$ cat src/rtl/noc_pkg.sv
// Shared NoC router definitions: crossbar select codes and allocator state encoding.
package noc_pkg;

   localparam logic [2:0] CS_N    = 3'd0;
   localparam logic [2:0] CS_S    = 3'd1;
   localparam logic [2:0] CS_W    = 3'd2;
   localparam logic [2:0] CS_E    = 3'd3;
   localparam logic [2:0] CS_L    = 3'd4;
   localparam logic [2:0] CS_NONE = 3'b111;

   typedef enum logic [1:0] {
      ALLOC_IDLE,
      ALLOC_ACTIVE,
      ALLOC_RELEASE
   } alloc_state_t;

endpackage

$ cat src/rtl/w_credit_counter.sv
// Downstream credit tracker: starts full, -1 per sent flit, +1 per returned slot.
// A return while already full is an overflow; the count holds and err latches.
module w_credit_counter #(
   parameter  int CREDIT_DEPTH = 4,
   localparam int CNT_W        = $clog2(CREDIT_DEPTH + 1)
) (
   input  logic             clk,
   input  logic             reset,
   input  logic             dec_i,
   input  logic             inc_i,
   output logic [CNT_W-1:0] cnt_o,
   output logic             nonzero_o,
   output logic             err_o
);

   localparam logic [CNT_W-1:0] CNT_MAX = CNT_W'(CREDIT_DEPTH);

   logic [CNT_W-1:0] cnt;
   logic             err;

   always_ff @(posedge clk) begin
      if (!reset) begin
         cnt <= CNT_MAX;
         err <= 1'b0;
      end else if (dec_i && !inc_i) begin
         cnt <= cnt - CNT_W'(1);
      end else if (inc_i && !dec_i) begin
         if (cnt == CNT_MAX) err <= 1'b1;
         else                cnt <= cnt + CNT_W'(1);
      end
   end

   assign cnt_o     = cnt;
   assign nonzero_o = (cnt != '0);
   assign err_o     = err;

endmodule

$ cat src/rtl/w_output_allocator.sv
// West output allocator: locks the west output to the RR winner for a whole
// wormhole packet, drives crossbar select/pops, and rotates the RR order after each tail.
//
// state         | meaning
// ALLOC_IDLE    | no owner; waiting for a consistent grant with a pending request
// ALLOC_ACTIVE  | owner holds the output; a flit moves whenever owner req && credit
// ALLOC_RELEASE | tail sent; pulse change_order and drop ownership
module w_output_allocator
   import noc_pkg::*;
#(
   parameter  int CREDIT_DEPTH = 4,
   localparam int CNT_W        = $clog2(CREDIT_DEPTH + 1)
) (
   input  logic             clk,
   input  logic             reset,
   input  logic [2:0]       rrp_w_priority_to_cs_i,
   input  logic             rrp_w_priority_n_i,
   input  logic             rrp_w_priority_s_i,
   input  logic             rrp_w_priority_w_i,
   input  logic             rrp_w_priority_e_i,
   input  logic             rrp_w_priority_l_i,
   input  logic             n_req_i,
   input  logic             s_req_i,
   input  logic             e_req_i,
   input  logic             l_req_i,
   input  logic             n_tail_i,
   input  logic             s_tail_i,
   input  logic             e_tail_i,
   input  logic             l_tail_i,
   input  logic             credit_return_i,
   output logic [2:0]       w_cs_sel_o,
   output logic             w_cs_valid_o,
   output logic             n_pop_o,
   output logic             s_pop_o,
   output logic             e_pop_o,
   output logic             l_pop_o,
   output logic             rr_register_change_order_o,
   output logic             w_busy_o,
   output logic [CNT_W-1:0] credit_cnt_o,
   output logic             credit_err_o
);

   alloc_state_t state, state_nxt;
   logic [2:0]   owner, owner_nxt;
   logic [3:0]   hot;
   logic         grant_ok;
   logic         owner_req, owner_tail;
   logic         credit_nonzero;
   logic         xfer;
   logic         unused_prio_w;

   // A west-to-west grant would be a U-turn, so that line never takes part.
   assign unused_prio_w = rrp_w_priority_w_i;

   assign hot = {rrp_w_priority_l_i, rrp_w_priority_e_i, rrp_w_priority_s_i, rrp_w_priority_n_i};

   always_comb begin
      grant_ok = 1'b0;
      case (rrp_w_priority_to_cs_i)
         CS_N:    grant_ok = (hot == 4'b0001) && n_req_i;
         CS_S:    grant_ok = (hot == 4'b0010) && s_req_i;
         CS_E:    grant_ok = (hot == 4'b0100) && e_req_i;
         CS_L:    grant_ok = (hot == 4'b1000) && l_req_i;
         default: grant_ok = 1'b0;
      endcase
   end

   always_comb begin
      owner_req  = 1'b0;
      owner_tail = 1'b0;
      case (owner)
         CS_N: begin owner_req = n_req_i; owner_tail = n_tail_i; end
         CS_S: begin owner_req = s_req_i; owner_tail = s_tail_i; end
         CS_E: begin owner_req = e_req_i; owner_tail = e_tail_i; end
         CS_L: begin owner_req = l_req_i; owner_tail = l_tail_i; end
         default: begin owner_req = 1'b0; owner_tail = 1'b0; end
      endcase
   end

   assign xfer = (state == ALLOC_ACTIVE) && owner_req && credit_nonzero;

   always_ff @(posedge clk) begin
      if (!reset) begin
         state <= ALLOC_IDLE;
         owner <= CS_NONE;
      end else begin
         state <= state_nxt;
         owner <= owner_nxt;
      end
   end

   always_comb begin
      state_nxt                  = state;
      owner_nxt                  = owner;
      rr_register_change_order_o = 1'b0;
      case (state)
         ALLOC_IDLE: begin
            if (grant_ok) begin
               owner_nxt = rrp_w_priority_to_cs_i;
               state_nxt = ALLOC_ACTIVE;
            end
         end
         ALLOC_ACTIVE: begin
            if (xfer && owner_tail) state_nxt = ALLOC_RELEASE;
         end
         ALLOC_RELEASE: begin
            rr_register_change_order_o = 1'b1;
            owner_nxt                  = CS_NONE;
            state_nxt                  = ALLOC_IDLE;
         end
         default: begin
            owner_nxt = CS_NONE;
            state_nxt = ALLOC_IDLE;
         end
      endcase
   end

   assign n_pop_o      = xfer && (owner == CS_N);
   assign s_pop_o      = xfer && (owner == CS_S);
   assign e_pop_o      = xfer && (owner == CS_E);
   assign l_pop_o      = xfer && (owner == CS_L);
   assign w_cs_valid_o = xfer;
   assign w_cs_sel_o   = (state == ALLOC_IDLE) ? CS_NONE : owner;
   assign w_busy_o     = (state != ALLOC_IDLE);

   w_credit_counter #(
      .CREDIT_DEPTH(CREDIT_DEPTH)
   ) u_credit (
      .clk       (clk),
      .reset     (reset),
      .dec_i     (xfer),
      .inc_i     (credit_return_i),
      .cnt_o     (credit_cnt_o),
      .nonzero_o (credit_nonzero),
      .err_o     (credit_err_o)
   );

endmodule

$ cat config.mk
export PLATFORM = sky130hd
export DESIGN_NAME = w_output_allocator
export DESIGN_NICKNAME = d
export VERILOG_FILES = /design/src/rtl/noc_pkg.sv /design/src/rtl/w_credit_counter.sv /design/src/rtl/w_output_allocator.sv
export SDC_FILE = /design/constraint.sdc
export NUM_CORES = 1
export LEC_CHECK = 0
export BUFFER_PORTS_ARGS = -buffer_cell sky130_fd_sc_hd__buf_2
export CORE_MARGIN = 5
export CORE_UTILIZATION = 45
export DETAILED_ROUTE_END_ITERATION = 10
export PLACE_DENSITY = 0.78
export SKIP_CTS_REPAIR_TIMING = 1
export SLEW_MARGIN = 20
export SYNTH_ARGS = -nofsm -noshare
export SYNTH_HDL_FRONTEND = slang
export SYNTH_SLANG_ARGS = --single-unit
$ cat constraint.sdc
create_clock -name clk -period 2.7 [get_ports clk]
set_input_delay 0.81 -clock clk [delete_from_list [all_inputs] [get_ports clk]]
set_output_delay 0.81 -clock clk [all_outputs]
set_load 0.01 [all_outputs]
== Word-level counts from Yosys, hierarchy flattened ==
Index checks and enable logic that the tools add are counted.
Storage, ports and cells
  input port bits: 19
  register bits after elaboration: 9
Operators by class
  muxes and demuxes: 13
  add/subtract/negate cells: 2
  equal/unequal tests: 16
  bitwise logic cells: 2
  reduce and logical (&&, ||, !) cells: 25
Operators with widths (count)
  2-to-1 mux 3 bit: 5
  logical AND 1 bit: 13
  one-hot mux 1 bit (4 select lines): 3
  == test 3 bit (second input constant): 3
  == test 3 x 1 -> 1 bit (second input constant): 2
  == test 3 x 2 -> 1 bit (second input constant): 2
  logical NOT 3 bit: 2
  one-hot mux 3 bit (2 select lines): 1
  AND reduction 2 bit: 3
  == test 4 x 1 -> 1 bit (second input constant): 1
  == test 4 x 2 -> 1 bit (second input constant): 1
  == test 4 x 3 -> 1 bit (second input constant): 1
  == test 4 bit (second input constant): 1
  2-to-1 mux 2 bit: 2
  inequality test 2 x 1 -> 1 bit (second input constant): 2
  one-hot mux 2 bit (2 select lines): 1
  nonzero test 2 bit: 2
  adder 3 x 1 -> 3 bit (second input constant): 1
  AND reduction 3 bit: 1
  nonzero test 3 bit: 1
  subtractor 3 x 1 -> 3 bit (second input constant): 1
  == test 2 x 1 -> 1 bit (second input constant): 1
  == test 2 bit (second input constant): 1
  logical NOT 1 bit: 2
  other kinds (4): 5

== Logic depth before layout (Yosys ltp) ==
Gate-level depths: netlist of run 1.
  depth in word-level cells: 8
  depth in mapped cells: 11

== Cells and area by module ==
From an unflattened synthesis of run 1, not the netlist that was laid out.
Second synthesis, totals
  cells, all modules: 92
  area, all modules: 684.4 µm²
By module, submodules not included
  w_output_allocator: cells each 63, area each 429.2 µm², seq. area each 100.1 µm², times used 1
  w_credit_counter: cells each 29, area each 255.2 µm², seq. area each 80.1 µm², times used 1

== Worst setup path after synthesis of run 1 ==
Ideal clock, no wire load.
  path kind: input to register
  start: input port s_req_i
  end: register u_credit.cnt[2] (netlist: u_credit.cnt_o[2])
  required time: 2.557 ns
  cell stages on the path: 10
  path slack: 0.180 ns
  data arrival time: 2.378 ns
  path through: mux2i_1 -> nor3_1 -> o21bai_2 -> inv_1 -> ha_1 -> inv_1 -> fa_1 -> xor2_1 -> o31ai_1 -> o311ai_0
Between the ends
  word-level cells in the longest chain between the ends: 7
Ends and longest elaborated chain
  start, declared: line w_output_allocator.sv:23  | input logic s_req_i,
  one-hot mux 1 bit (4 select lines) (*): line w_output_allocator.sv:71  | case (owner)
  logical AND 1 bit (*) (2 in a row): line w_output_allocator.sv:80  | assign xfer = (state == ALLOC_ACTIVE) && owner_req && credit_nonzero;
  net w_cs_valid_o: line w_output_allocator.sv:32  | output logic w_cs_valid_o,
  logical NOT 1 bit: line w_credit_counter.sv:27  | end else if (inc_i && !dec_i) begin
  logical AND 1 bit: line w_credit_counter.sv:27
  nonzero test 2 bit (no source line)
  AND reduction 2 bit (no source line)
  end signal, assigned: line w_credit_counter.sv:26  | cnt <= cnt - CNT_W'(1);
  end signal, assigned: line w_credit_counter.sv:29  | else cnt <= cnt + CNT_W'(1);
  end, declared: line w_credit_counter.sv:18  | logic [CNT_W-1:0] cnt;
Mark *: on every way through the listed nets, which the timed path passes. The rest lies on a longest branch.
A chain may end at the register's enable or synchronous reset.

== Worst setup path after layout of run 1 ==
  start: register owner[0]
  end: output port s_pop_o
Between the ends
  word-level cells in the longest chain between the ends: 5
Ends and longest elaborated chain
  start, declared: line w_output_allocator.sv:44  | logic [2:0] owner, owner_nxt;
  start signal, assigned: line w_output_allocator.sv:88  | owner <= owner_nxt;
  == test 3 bit, or another cell as far along: line w_output_allocator.sv:71
  one-hot mux 1 bit (4 select lines): line w_output_allocator.sv:71
  logical AND 1 bit (2 in a row): line w_output_allocator.sv:80
  logical AND 1 bit (*): line w_output_allocator.sv:119  | assign s_pop_o = xfer && (owner == CS_S);
  end, declared: line w_output_allocator.sv:34  | output logic s_pop_o,
Mark *: on every way between the ends. The rest lies on a longest branch, timed or not.

==> results of run 1 <==
[routing by layer]
| metal | GRT usage [%] | up-vias |
|---|---|---|
| met1 | 17.8 | 333 |
| met4 | 6.11 | 0 |
| met3 | 5.72 | 2 |
| met2 | 28.0 | 23 |
| met5 | 0 | - |
| li1 | - | 376 |
[cells by family after synthesis]
logic type      after synthesis
flops                         9
buf+inv                      11
xor+xnor                      1
fa+ha+maj                     3
simple gates                 41
mux                           4
compound gates               17
[where the power goes]
part           internal [mW]  switching [mW]  leakage [nW]
clock network         0.0567          0.0424        0.0150
registers              0.136         0.00499        0.0727
logic                 0.0249          0.0251         0.314
[area by class of cell]
class / instances / area share, %
Inverter: 7 / 2.82
Timing Repair Buffer: 35 / 19.8
Clock buffer: 4 / 2.82
Multi-Input combinational cell: 66 / 52.9
Sequential cell: 9 / 19.4
Tap cell: 16 / 2.14
[layout by cell type (no fill, tap or decap), drive strengths merged]
cell / n
a211oi: 1
nand3: 1
o31ai: 1
and3b: 1
o22a: 1
o21bai: 2
fa: 1
xor2: 1
nand2: 3
clkbuf: 4
a311oi: 1
o211ai: 1
o221a: 1
nand3b: 1
and3: 1
buf: 35
nor4: 1
nor3b: 2
dfxtp: 9
nor4b: 3
a21oi: 5
or2: 3
nor2b: 8
nor3: 4
mux2i: 4
inv: 7
nor2: 11
a2111oi: 1
ha: 2
or3: 1
nand2b: 1
a32o: 1
o311ai: 1
a22o: 1
[state kept, by name, indices dropped and copies added, names as in the netlist]
signal,cells
u_credit.err_o,1
u_credit.cnt_o,3
owner,3
state,2
[worst max-delay path, delay by kind of cell (launching register included)]
kind                   cells  cell delay (ns)
AO/OA/AOI/OAI              2             0.33
buffers and inverters      3             0.50
flip-flops                 1             0.36
AND/OR/NAND/NOR            2             0.33
[stage by stage]
step           utilization, %  instances  total power, mW
2_1_floorplan               -         86            0.170
3_3_place_gp             59.6        133            0.191
3_5_place_dp             59.6        133            0.193
4_1_cts                  61.4        137            0.294
5_1_grt                  62.0        137            0.312
6_report                 62.0        137            0.290
[worst max path at each step]
stage / end / cells past startpoint / slack, ns / from
after floorplan: u_credit.cnt_o[2]$_SDFFE_PN1P_ / 10 / 0.18 / s_req_i
after global placement: u_credit.cnt_o[2]$_SDFFE_PN1P_ / 11 / 0.1 / n_req_i
after detailed placement: u_credit.cnt_o[2]$_SDFFE_PN1P_ / 11 / 0.04 / n_req_i
after CTS: s_pop_o / 7 / 0.06 / owner[0]$_SDFFE_PN1P_
after global routing: s_pop_o / 7 / 0.01 / owner[0]$_SDFFE_PN1P_
final: s_pop_o / 7 / 0.13 / owner[0]$_SDFFE_PN1P_
==> results.txt, run 1 <==
- The flow ran to the end, and the final reports show no timing, DRC or antenna violations.
* Largest stage delay on the critical path: 0.36 ns
- Port buffering added 31 buffers.
- Transition time at the pin with the least slew margin: 0.523 ns
* Synthesis warning total: 0
- The layout has 140 filler cells.
* Number of failing setup endpoints in the final timing report: 0
- The worst path meets setup with 0.126 ns of slack.
* Arr. time, crit path: 1.76 ns
- Synth Cell Area: 712 um2
* Insertion delay of the later-clocked pin in the worst-skew pair: 0.25 ns
* CP most frequent cell: buf_4
* Average cell area after synthesis: 8.28 um2
* Fraction of final layout cells with drive strength greater than 1: 40.5%
- Die outline area: 2480 um2
* Largest buffer count on any clock path: 2
- XOR/XNOR share of the synthesized area: 1.23%
* Leakage: 0.402 nW
- The synthesized netlist devotes 21.1% of its cell area to compound gates.
- Standard cell core area: 1510 um2
- The startpoint identified for the worst hold timing path is u_credit.err_o$_SDFFE_PN0P_.
- Remaining DRCs: 0
- The worst register-to-register path begins at owner[0]$_SDFFE_PN1P_.
- Worst R2R End: u_credit.cnt_o[2]$_SDFFE_PN1P_
- Worst-path cell chain: buf_4, nor2_2, o211ai_1, o21bai_2, buf_4, nor3b_1, buf_2
- Overall routed net length: 1.79 mm
* Total Nets Final: 144
- After synthesis, the largest family of logic cells by area is simple AND/OR/NAND/NOR gates.
* Largest fanout on the critical path: 7
- Most used flip-flop cell after synthesis: dfxtp_1
- After floorplanning, the core was divided into 14 placement rows.
- Detailed placement ended at an HPWL of 1.52 mm.
- Multi-input gate area in the final layout: 494 um2
- The number of clock buffers added by TritonCTS is 3.
* Count of H-tree levels built during CTS: 1
- Instance count along the most critical hold path: 2
- Clock tree from TritonCTS: yes
- The synthesized design spends more area on one cell type than any other, namely dfxtp_1.
- Power spread over the standard cell area amounts to 311 nW/um2.
- Number of endpoints with negative hold slack in the final report: 0
- Area overhead of the layout relative to synthesis: 31.1%
- Die boundary height: 49.8 um
* Adder-Cell Fraction of Synth Area: 6.33%
- Sinks on Clock Net: 9
- The detailed router put a total of 755 um of wire on met1.
- Registers take 181 um2.
- Number of synthesized flops with an enable pin: 0
- For the worst setup path, the data required time is 1.89 ns.
- Final weighted congestion in routability-driven placement: 0.768
* Worst-path cell with the longest stage delay: dfxtp_1
* Register-to-Register Setup Slack: 0.35 ns
- Hold timing on the final database bottoms out at a slack of 0.533 ns.
* Top layer used by detailed routing: met4
- Entering global routing, the biggest net connects 12 pins.
* Startpoint type of the worst setup path: flip-flop
- By instance count, the leading cell after synthesis is nor2_1.
* Horizontal die dimension: 49.8 um
- Instance count of the mapped netlist: 86
- Vias per cell: 5.36
- Detailed Routing Iterations Pass 1: 4
- Post-route antenna net violation count: 0
* Synth top area cells: dfxtp_1 25%, nor2b_1 6.2%, nor2_1 5.8%, mux2i_1 5.6%, a2111oi_4 3.9%
- Clock transition at the registers of the reported paths: 0.06 ns
- Total length of routed met3 wires: 143 um
- Summed over all layers, the global routing overflow is 0.
- Number of flip-flops and latches in the synthesized netlist: 9
- Met2 WL: 883 um
- For hold timing, the worst endpoint is u_credit.err_o$_SDFFE_PN0P_.
* Number of max-cap violations: 0
- The root buffer cell chosen for the clock tree is clkbuf_4.
* I/O pin count: 33
* Setup total negative slack: 0 ns
* Global-route wire length before repair: 3.15 mm
- Across every metal layer, demand over resource in global routing totals 16.2%.
- Reg2reg path depth: 11
* Antenna diode count: 0
- Routed WL per cell: 13.1 um
- Via count of the first global-routing pass: 703
* Starting Density: 47.3%
* Slew headroom: 64.9%
* Setup clock skew after layout: 0.00191 ns
- Setup repair after global routing left no endpoint under its margin.
- Crit path capture type: output pin
- Multiplexer fraction of the synthesized cell area: 5.62%
- By startpoint and endpoint, the worst setup path is classified as flip-flop to output pin.
* Top achievable clock speed: 389 MHz
- The worst hold path belongs to the class flip-flop to flip-flop.
* Final critical-path share of the clock period: 95.3%
- Counting I/O delays and the setup requirement, the final critical path takes 2.57 ns.
- The synthesized netlist contains 38 unique library cells.
- By count the netlist is led by 11 x nor2_1, 9 x dfxtp_1, 7 x inv_1, 7 x nor2b_1, 5 x a21oi_1.
* Number of design-rule violations left by the first detailed-router iteration: 4
* Cell area after layout: 933 um2
* Post-Syn Nets: 108
- Post-Place Setup Slack: 0.0434 ns
- Post-synthesis share of cell area spent on and, or, nand and nor gates: 34.1%
- In this run the cell area measured after placement is 898 um2.
- Max-slew violation count: 0
* Number of antenna violations at the first check in global routing: 0
- Across all layers, the routed design uses 734 vias.
- Area share of the largest cell type after synthesis: 25.3%
- After synthesis, flip-flops and latches occupy 25.3% of the total area.
- FFs w/ async S/R, synth: 0%
- IR analysis of the VDD net gives a maximum drop of 199 uV.
Power figures use the tool's default switching activity.
==> inputs of run 2 (changes only) <==
--- a/config.mk
+++ b/config.mk
@@ -5,11 +5,12 @@
 export SDC_FILE = /design/constraint.sdc
 export NUM_CORES = 1
 export LEC_CHECK = 0
+export ABC_AREA = 1
 export BUFFER_PORTS_ARGS = -buffer_cell sky130_fd_sc_hd__buf_2
 export CORE_MARGIN = 5
 export CORE_UTILIZATION = 45
 export DETAILED_ROUTE_END_ITERATION = 10
-export PLACE_DENSITY = 0.78
+export PLACE_DENSITY = 0.77
 export SKIP_CTS_REPAIR_TIMING = 1
 export SLEW_MARGIN = 20
 export SYNTH_ARGS = -nofsm -noshare
==> results.txt, run 2 <==
- Result of the run: finished clean (unchanged).
- Most common cell after layout, fill and taps aside: buf_2 (unchanged)
- The antenna diode count came to 0 (unchanged).
- Min-Delay Path Class: flip-flop to flip-flop (unchanged)
- Detailed-placement wirelength estimate: 1.55 mm (was 1.52 mm)
- The pin count of the biggest net entering global routing is 13 (was 12).
- Multiplexer fraction of the synthesized cell area: 0% (was 5.62%)
- Remaining DRCs: 0 (unchanged)
- Synthesis warning total: 0 (unchanged)
- The net count reported at finish is 166 (was 144).
- Insertion delay of the later-clocked pin in the worst-skew pair: 0.25 ns (about the same)
- Core utilization of the finished layout: 59.5% (was 62.0%)
* Start-to-end type of the worst setup path: flip-flop to output pin (unchanged)
- Number of distinct library cell variants in the gate-level netlist after synthesis: 24 (was 38)
* Via count of the first global-routing pass: 696 (was 703)
- Startpoint type of the worst setup path: flip-flop (unchanged)
* Global-route wire length before repair: 2.99 mm (was 3.15 mm)
- Area share of the largest cell type after synthesis: 24.7% (was 25.3%)
* Final critical path time including I/O delays and setup: 2.52 ns (was 2.57 ns)
- Worst hold path startpoint: u_credit.err_o$_SDFFE_PN0P_ (unchanged)
* Adder-Cell Fraction of Synth Area: 6.19% (was 6.33%)
- Setup clock skew after layout: 0.00284 ns (was 0.00191 ns)
* Number of failing setup endpoints in the final timing report: 0 (unchanged)
- The clock root buffer is clkbuf_4 (unchanged).
- Post-synthesis share of cell area spent on and, or, nand and nor gates: 44.5% (was 34.1%)
- The post-detailed-route wirelength per cell came to 11.4 um (was 13.1 um).
* Worst-path cell with the longest stage delay: dfxtp_1 (unchanged)
* Instance count of the mapped netlist: 110 (was 86)
- I/O pin count: 33 (unchanged)
* Post-Place Setup Slack: 0.151 ns (was 0.0434 ns)
- Worst-path cell chain: a21oi_1, nor2_2, nand2_2, buf_4, nor4_2, buf_2 (was buf_4, nor2_2, o211ai_1, o21bai_2, buf_4, nor3b_1, buf_2)
- The signed area change from the synthesized netlist to the final layout came to 24.6% (was 31.1%).
- The via count of the routed design is 808 (was 734).
* Largest family of logic cells by synthesized area: simple AND/OR/NAND/NOR gates (unchanged)
- The detailed router's first-iteration violation count is 6 (was 4).
- Count of H-tree levels built during CTS: 1 (unchanged)
* Overall routed net length: 1.81 mm (was 1.79 mm)
- Highest ir drop seen on vdd: 411 uV (was 199 uV)
- Leading cell type by number of instances after synthesis: nand2_1 (was nor2_1)
- Crit path capture type: output pin (unchanged)
* Leakage: 0.484 nW (was 0.402 nW)
* Remaining global-route overflow: 0 (unchanged)
* Detailed Routing Iterations Pass 1: 4 (unchanged)
- Port bufs: 31 (unchanged)
- Final critical-path share of the clock period: 93.2% (was 95.3%)
- The overall routing resource usage was 14.8% (was 16.2%).
- The number of nets with antenna violations after routing came to 0 (unchanged).
* Worst EP required: 1.89 ns (about the same)
- The clock-pin slew of the registers on the worst-case setup and hold paths is 0.06 ns (about the same).
* Count of fill cells added during filler insertion: 158 (was 140)
* Crit path launch: owner[0]$_SDFFE_PN1P_ (unchanged)
* Vias per cell: 5.08 (was 5.36)
* Starting Density: 47.8% (was 47.3%)
* Dominant cell type by area after synthesis: dfxtp_1 (unchanged)
- The share of synthesized area occupied by flip-flops and latches is 24.7% (was 25.3%).
* FFs w/ async S/R, synth: 0% (unchanged)
* Largest stage delay on the critical path: 0.61 ns (was 0.36 ns)
- Most instantiated cells after synthesis: 20 x nand2_1, 17 x inv_1, 17 x nand3_1 (was 11 x nor2_1, 9 x dfxtp_1, 7 x inv_1, 7 x nor2b_1, 5 x a21oi_1).
* Arr. time, crit path: 1.71 ns (was 1.76 ns)
- Number of max-cap violations: 0 (unchanged)
- The xor/xnor share of the synthesized area came to 0% (was 1.23%).
- Fraction of final layout cells with drive strength greater than 1: 33.6% (was 40.5%)
- The initial antenna violation count is 0 (unchanged).
- Top achievable clock speed: 397 MHz (was 389 MHz)
- Synth top area cells: dfxtp_1 25%, nand3_1 12%, nand2_1 10%, inv_1 8.8%, nor2_1 5.2% (was dfxtp_1 25%, nor2b_1 6.2%, nor2_1 5.8%, mux2i_1 5.6%, a2111oi_4 3.9%).
* Commonest cells after routing, fill and taps aside: 31 x buf_2, 20 x nand2_1, 17 x inv_1, 17 x nand3_1, 10 x nor2_1 (was 31 x buf_2, 10 x nor2_1, 8 x dfxtp_1)
- Final weighted congestion in routability-driven placement: 0.763 (was 0.768)
* Number of flip-flops and latches in the synthesized netlist: 9 (unchanged)
* Number of endpoints with negative hold slack in the final report: 0 (unchanged)
* Power density relative to cell area: 357 nW/um2 (was 311 nW/um2)
* Clock buffer count from CTS: 3 (unchanged)
- The count of flip-flops with a built-in enable after synthesis came to 0 (unchanged).
* Setup repair after global routing missed its margin: no (unchanged)
* Category of cells accounting for the largest share of critical-path delay: flip-flops (was buffers and inverters)
* FF-to-FF Start: owner[0]$_SDFFE_PN1P_ (unchanged)
- Overall power of the completed layout: 0.323 mW (was 0.290 mW)
- Slew headroom: 68.8% (was 64.9%)
- The maximum number of buffers from clock root to sink was 2 (unchanged).
- Setup total negative slack: 0 ns (unchanged)
- The die boundary height was 50.2 um (was 49.8 um).
* Max-slew violation count: 0 (unchanged)
* Complex-gate fraction of the synthesized area: 10.7% (was 21.1%)
- The count of clock tree sinks was 9 (unchanged).
- The transition time at the pin with the least slew margin is 0.468 ns (was 0.523 ns).
- The horizontal die dimension was 50.2 um (was 49.8 um).
- The number of buffers and inverters on the critical path is 2 (was 3).
* Standard cell core area: 1520 um2 (was 1510 um2)
- The number of rows in the core area came to 14 (unchanged).
- Post-Syn Nets: 132 (was 108)
* Synth Cell Area: 728 um2 (was 712 um2)
- Clock tree from TritonCTS: yes (unchanged)
- Die outline area: 2520 um2 (was 2480 um2)
* Most used flip-flop cell after synthesis: dfxtp_1 (unchanged)
* Average cell area after synthesis: 6.62 um2 (was 8.28 um2)
- The final critical-path setup slack was 0.182 ns (was 0.126 ns).
- The final hold slack was 0.454 ns (was 0.533 ns).
- Largest fanout on the critical path: 12 (was 7)
-- run 2: cell types whose count changed after synthesis, moves of 5 or more --
cell | before | now
inv_1 | 7 | 17
nand2_1 | 3 | 20
nand3_1 | 1 | 17
nand4_1 | 0 | 5
nor2b_1 | 7 | 0
o21ai_0 | 0 | 6
-- run 2: cells by family (layout without fill, tap and decap cells) --
kind of cell               after synthesis  after routing
and+or+nand+nor                         62             62
buffers and inverters                   22             55
AOI/OAI and AO/OA                       14             14
DFF                                      9              9
adders and majority gates                3              3
-- run 2: power breakdown --
group | internal [mW] | switching, mW
Combinational | 0.0299 | 0.0416
Sequential | 0.141 | 0.0110
Clock | 0.0567 | 0.0433
Total | 0.228 | 0.0959
-- run 2: per-stage QoR --
| step | area [um2] | cells |
|---|---|---|
| floorplan | 728 | 110 |
| global placement | 881 | 155 |
| detailed placement | 881 | 155 |
| CTS | 907 | 159 |
| global route | 907 | 159 |
| finish | 907 | 159 |
-- run 2: worst register-to-register path, cell delays in order, from the launching register on --
cell and delay [ns]:
dfxtp_1 0.61, a21oi_1 0.15, nor2_2 0.17, nand2_2 0.07, inv_1 0.07, ha_1 0.19
inv_1 0.09, fa_1 0.39, nand2_1 0.08, inv_1 0.04, o21a_1 0.18, a21oi_1 0.11
o21ai_0 0.08
-- run 2: layout make-up --
class	count	area, um2	area share, %
Multi-Input combinational cell	79	447	49.2
Tap cell	16	20.0	2.21
Inverter	19	71.3	7.86
Clock buffer	4	26.3	2.90
Timing Repair Buffer	32	163	17.9
Sequential cell	9	180	19.9
-- run 2: final timing paths --
path / slack, ns / end / cells after the start
max: 0.18 / n_pop_o / 6
min: 0.45 / u_credit.err_o$_SDFFE_PN0P_ / 2
max reg2reg: 0.35 / u_credit.cnt_o[2]$_SDFFE_PN1P_ / 12
min reg2reg: 0.45 / u_credit.err_o$_SDFFE_PN0P_ / 2
-- run 2: layer usage --
layer / GRT usage (%) / vias up / share of wire [%]
met5: 0 / - / 0
met4: 3.93 / 0 / 0.55
met3: 5.33 / 2 / 5.7
met2: 24.9 / 15 / 50
met1: 17.6 / 363 / 44
li1: - / 428 / -
==> inputs of run 3 (changes only) <==
--- a/config.mk
+++ b/config.mk
@@ -11,6 +11,7 @@
 export CORE_UTILIZATION = 45
 export DETAILED_ROUTE_END_ITERATION = 10
 export PLACE_DENSITY = 0.77
+export RECOVER_POWER = 25
 export SKIP_CTS_REPAIR_TIMING = 1
 export SLEW_MARGIN = 20
 export SYNTH_ARGS = -nofsm -noshare
==> results.txt, run 3 (synthesis results as in run 2) <==
- Result of the run: finished clean (unchanged).
- Total Nets Final: 166 (unchanged)
- Die outline area: 2520 um2 (unchanged)
- Final critical path time including I/O delays and setup: 2.52 ns (about the same)
- The worst setup timing slack at the placement stage was 0.151 ns (unchanged).
* Worst-path cell with the longest stage delay: dfxtp_1 (unchanged)
- The via count of the first global-routing pass came to 696 (unchanged).
- The largest vdd supply drop is 411 uV (about the same).
- Setup repair after global routing missed its margin: no (unchanged)
* Total number of placement rows: 14 (unchanged)
- Slew headroom: 68.8% (about the same)
- The final critical-path setup slack was 0.178 ns (was 0.182 ns).
* Starting Density: 47.8% (unchanged)
* Die boundary height: 50.2 um (unchanged)
- I/O pin count: 33 (unchanged)
* Number of endpoints with negative hold slack in the final report: 0 (unchanged)
- Arr. time, crit path: 1.71 ns (about the same)
- The total length of routed met3 wires is 109 um (was 104 um).
- Horizontal die dimension: 50.2 um (unchanged)
* Setup clock skew after layout: 0.00283 ns (was 0.00284 ns)
* Commonest cells after routing, fill and taps aside: 29 x buf_2, 20 x nand2_1, 18 x inv_1 (was 31 x buf_2, 20 x nand2_1, 17 x inv_1, 17 x nand3_1, 10 x nor2_1)
- The most common cell after layout, fill and taps aside was buf_2 (unchanged).
- The detailed router's first-iteration violation count came to 6 (unchanged).
- Port bufs: 31 (unchanged)
- The number of buffers created by CTS came to 3 (unchanged).
- Final critical-path share of the clock period: 93.4% (was 93.2%)
- Startpoint type of the worst setup path: flip-flop (unchanged)
* Largest buffer count on any clock path: 2 (unchanged)
- Leakage: 0.479 nW (was 0.484 nW)
- The total detailed-routing wirelength is 1.81 mm (about the same).
* Number of antenna violations at the first check in global routing: 0 (unchanged)
- Crit path capture type: output pin (unchanged)
- Start-to-end type of the worst setup path: flip-flop to output pin (unchanged)
* Max-slew violation count: 0 (unchanged)
- The fraction of final layout cells sized beyond drive strength 1 is 30.1% (was 33.6%).
- Remaining global-route overflow: 0 (unchanged)
- The total core area came to 1520 um2 (unchanged).
- The overall routing resource usage was 14.8% (unchanged).
- The H-tree depth was 1 (unchanged).
- The via count of the routed design came to 816 (was 808).
- The clock root buffer was clkbuf_4 (unchanged).
- Number of max-cap violations: 0 (unchanged)
- The signed area change from the synthesized netlist to the final layout is 23.0% (was 24.6%).
- Top achievable clock speed: 397 MHz (about the same)
- The number of nets with antenna violations after routing is 0 (unchanged).
- The setup TNS after final layout came to 0 ns (unchanged).
- The overall power is 0.322 mW (was 0.323 mW).
- Top layer used by detailed routing: met4 (unchanged)
- Global-route wire length before repair: 2.99 mm (unchanged)
* Detailed-placement wirelength estimate: 1.55 mm (unchanged)
* Largest stage delay on the critical path: 0.61 ns (about the same)
* Transition time at the pin with the least slew margin: 0.468 ns (about the same)
- The final weighted congestion in routability-driven placement is 0.763 (unchanged).
- Met2 WL: 905 um (was 907 um)
- The total power density per cell area is 359 nW/um2 (was 357 nW/um2).
* Sinks on Clock Net: 9 (unchanged)
- Number of failing setup endpoints in the final timing report: 0 (unchanged)
- The routed length on met1 was 786 um (was 788 um).
- Maximum number of pins on one net before global-route repair: 13 (unchanged)
- Clock tree from TritonCTS: yes (unchanged)
- The clock-pin slew of the registers on the worst-case setup and hold paths was 0.06 ns (about the same).
* Antenna diode count: 0 (unchanged)
* Detailed Routing Iterations Pass 1: 4 (unchanged)
* Remaining DRCs: 0 (unchanged)
- The per-cell via count in the routed design is 5.13 (was 5.08).
- The highest fanout seen on the critical path is 12 (unchanged).
- The clock network latency to the later pin of the worst-skew pair was 0.25 ns (about the same).
- Routed WL per cell: 11.4 um (about the same)
- Worst EP required: 1.89 ns (about the same)
- Min-Delay Path Class: flip-flop to flip-flop (unchanged)
* Worst-path cell chain: a21oi_1, nor2_2, nand2_2, buf_4, nor4_2, buf_2 (unchanged)
## run 3: cell count changes in the layout (fill, tap and decap cells not counted), sizes merged
cell    previous run  this run
buf               32        30
clkbuf             4         6
## run 3: per-stage QoR
step | utilization, % | hold WS (ns) | area, um2 | cells
floorplan | - | 0.474 | 728 | 110
global placement | 57.8 | 0.438 | 881 | 155
detailed placement | 57.8 | 0.442 | 881 | 155
CTS | 59.5 | 0.451 | 907 | 159
global route | 58.8 | 0.478 | 896 | 159
finish | 58.8 | 0.457 | 896 | 159
## run 3: power by group
group	switching (mW)	internal [mW]	total (mW)
clock	0.0432	0.0567	0.100
combinational	0.0411	0.0286	0.0697
sequential	0.0112	0.141	0.152
total	0.0956	0.226	0.322
## run 3: final cells by class
cell class	instances	area, um2
inverters	19	71.3
flip-flops and latches	9	180
fillers	158	628
clock buffers	4	26.3
repair buffers	32	160
well taps	16	20.0
multi-input cells	79	438
## run 3: metal layers
metal  GRT usage [%]  vias up
li1                -      428
met1            17.6      368
met2            24.9       18
met3            5.33        2
met4            3.93        0
met5               0        -
## run 3: final timing paths
kind | start | cells after the start | end | slack, ns
worst min-delay path | u_credit.err_o$_SDFFE_PN0P_ | 2 | u_credit.err_o$_SDFFE_PN0P_ | 0.46
worst max register to register | owner[0]$_SDFFE_PN1P_ | 12 | u_credit.cnt_o[2]$_SDFFE_PN1P_ | 0.36
worst min register to register | u_credit.err_o$_SDFFE_PN0P_ | 2 | u_credit.err_o$_SDFFE_PN0P_ | 0.46
worst max-delay path | owner[0]$_SDFFE_PN1P_ | 6 | n_pop_o | 0.18
## run 3: critical path, delay by kind of cell (launching register included)
| kind | cells | cell delay [ns] |
|---|---|---|
| DFF | 1 | 0.61 |
| and+or+nand+nor | 3 | 0.37 |
| buffers and inverters | 2 | 0.33 |
| AOI/OAI and AO/OA | 1 | 0.15 |
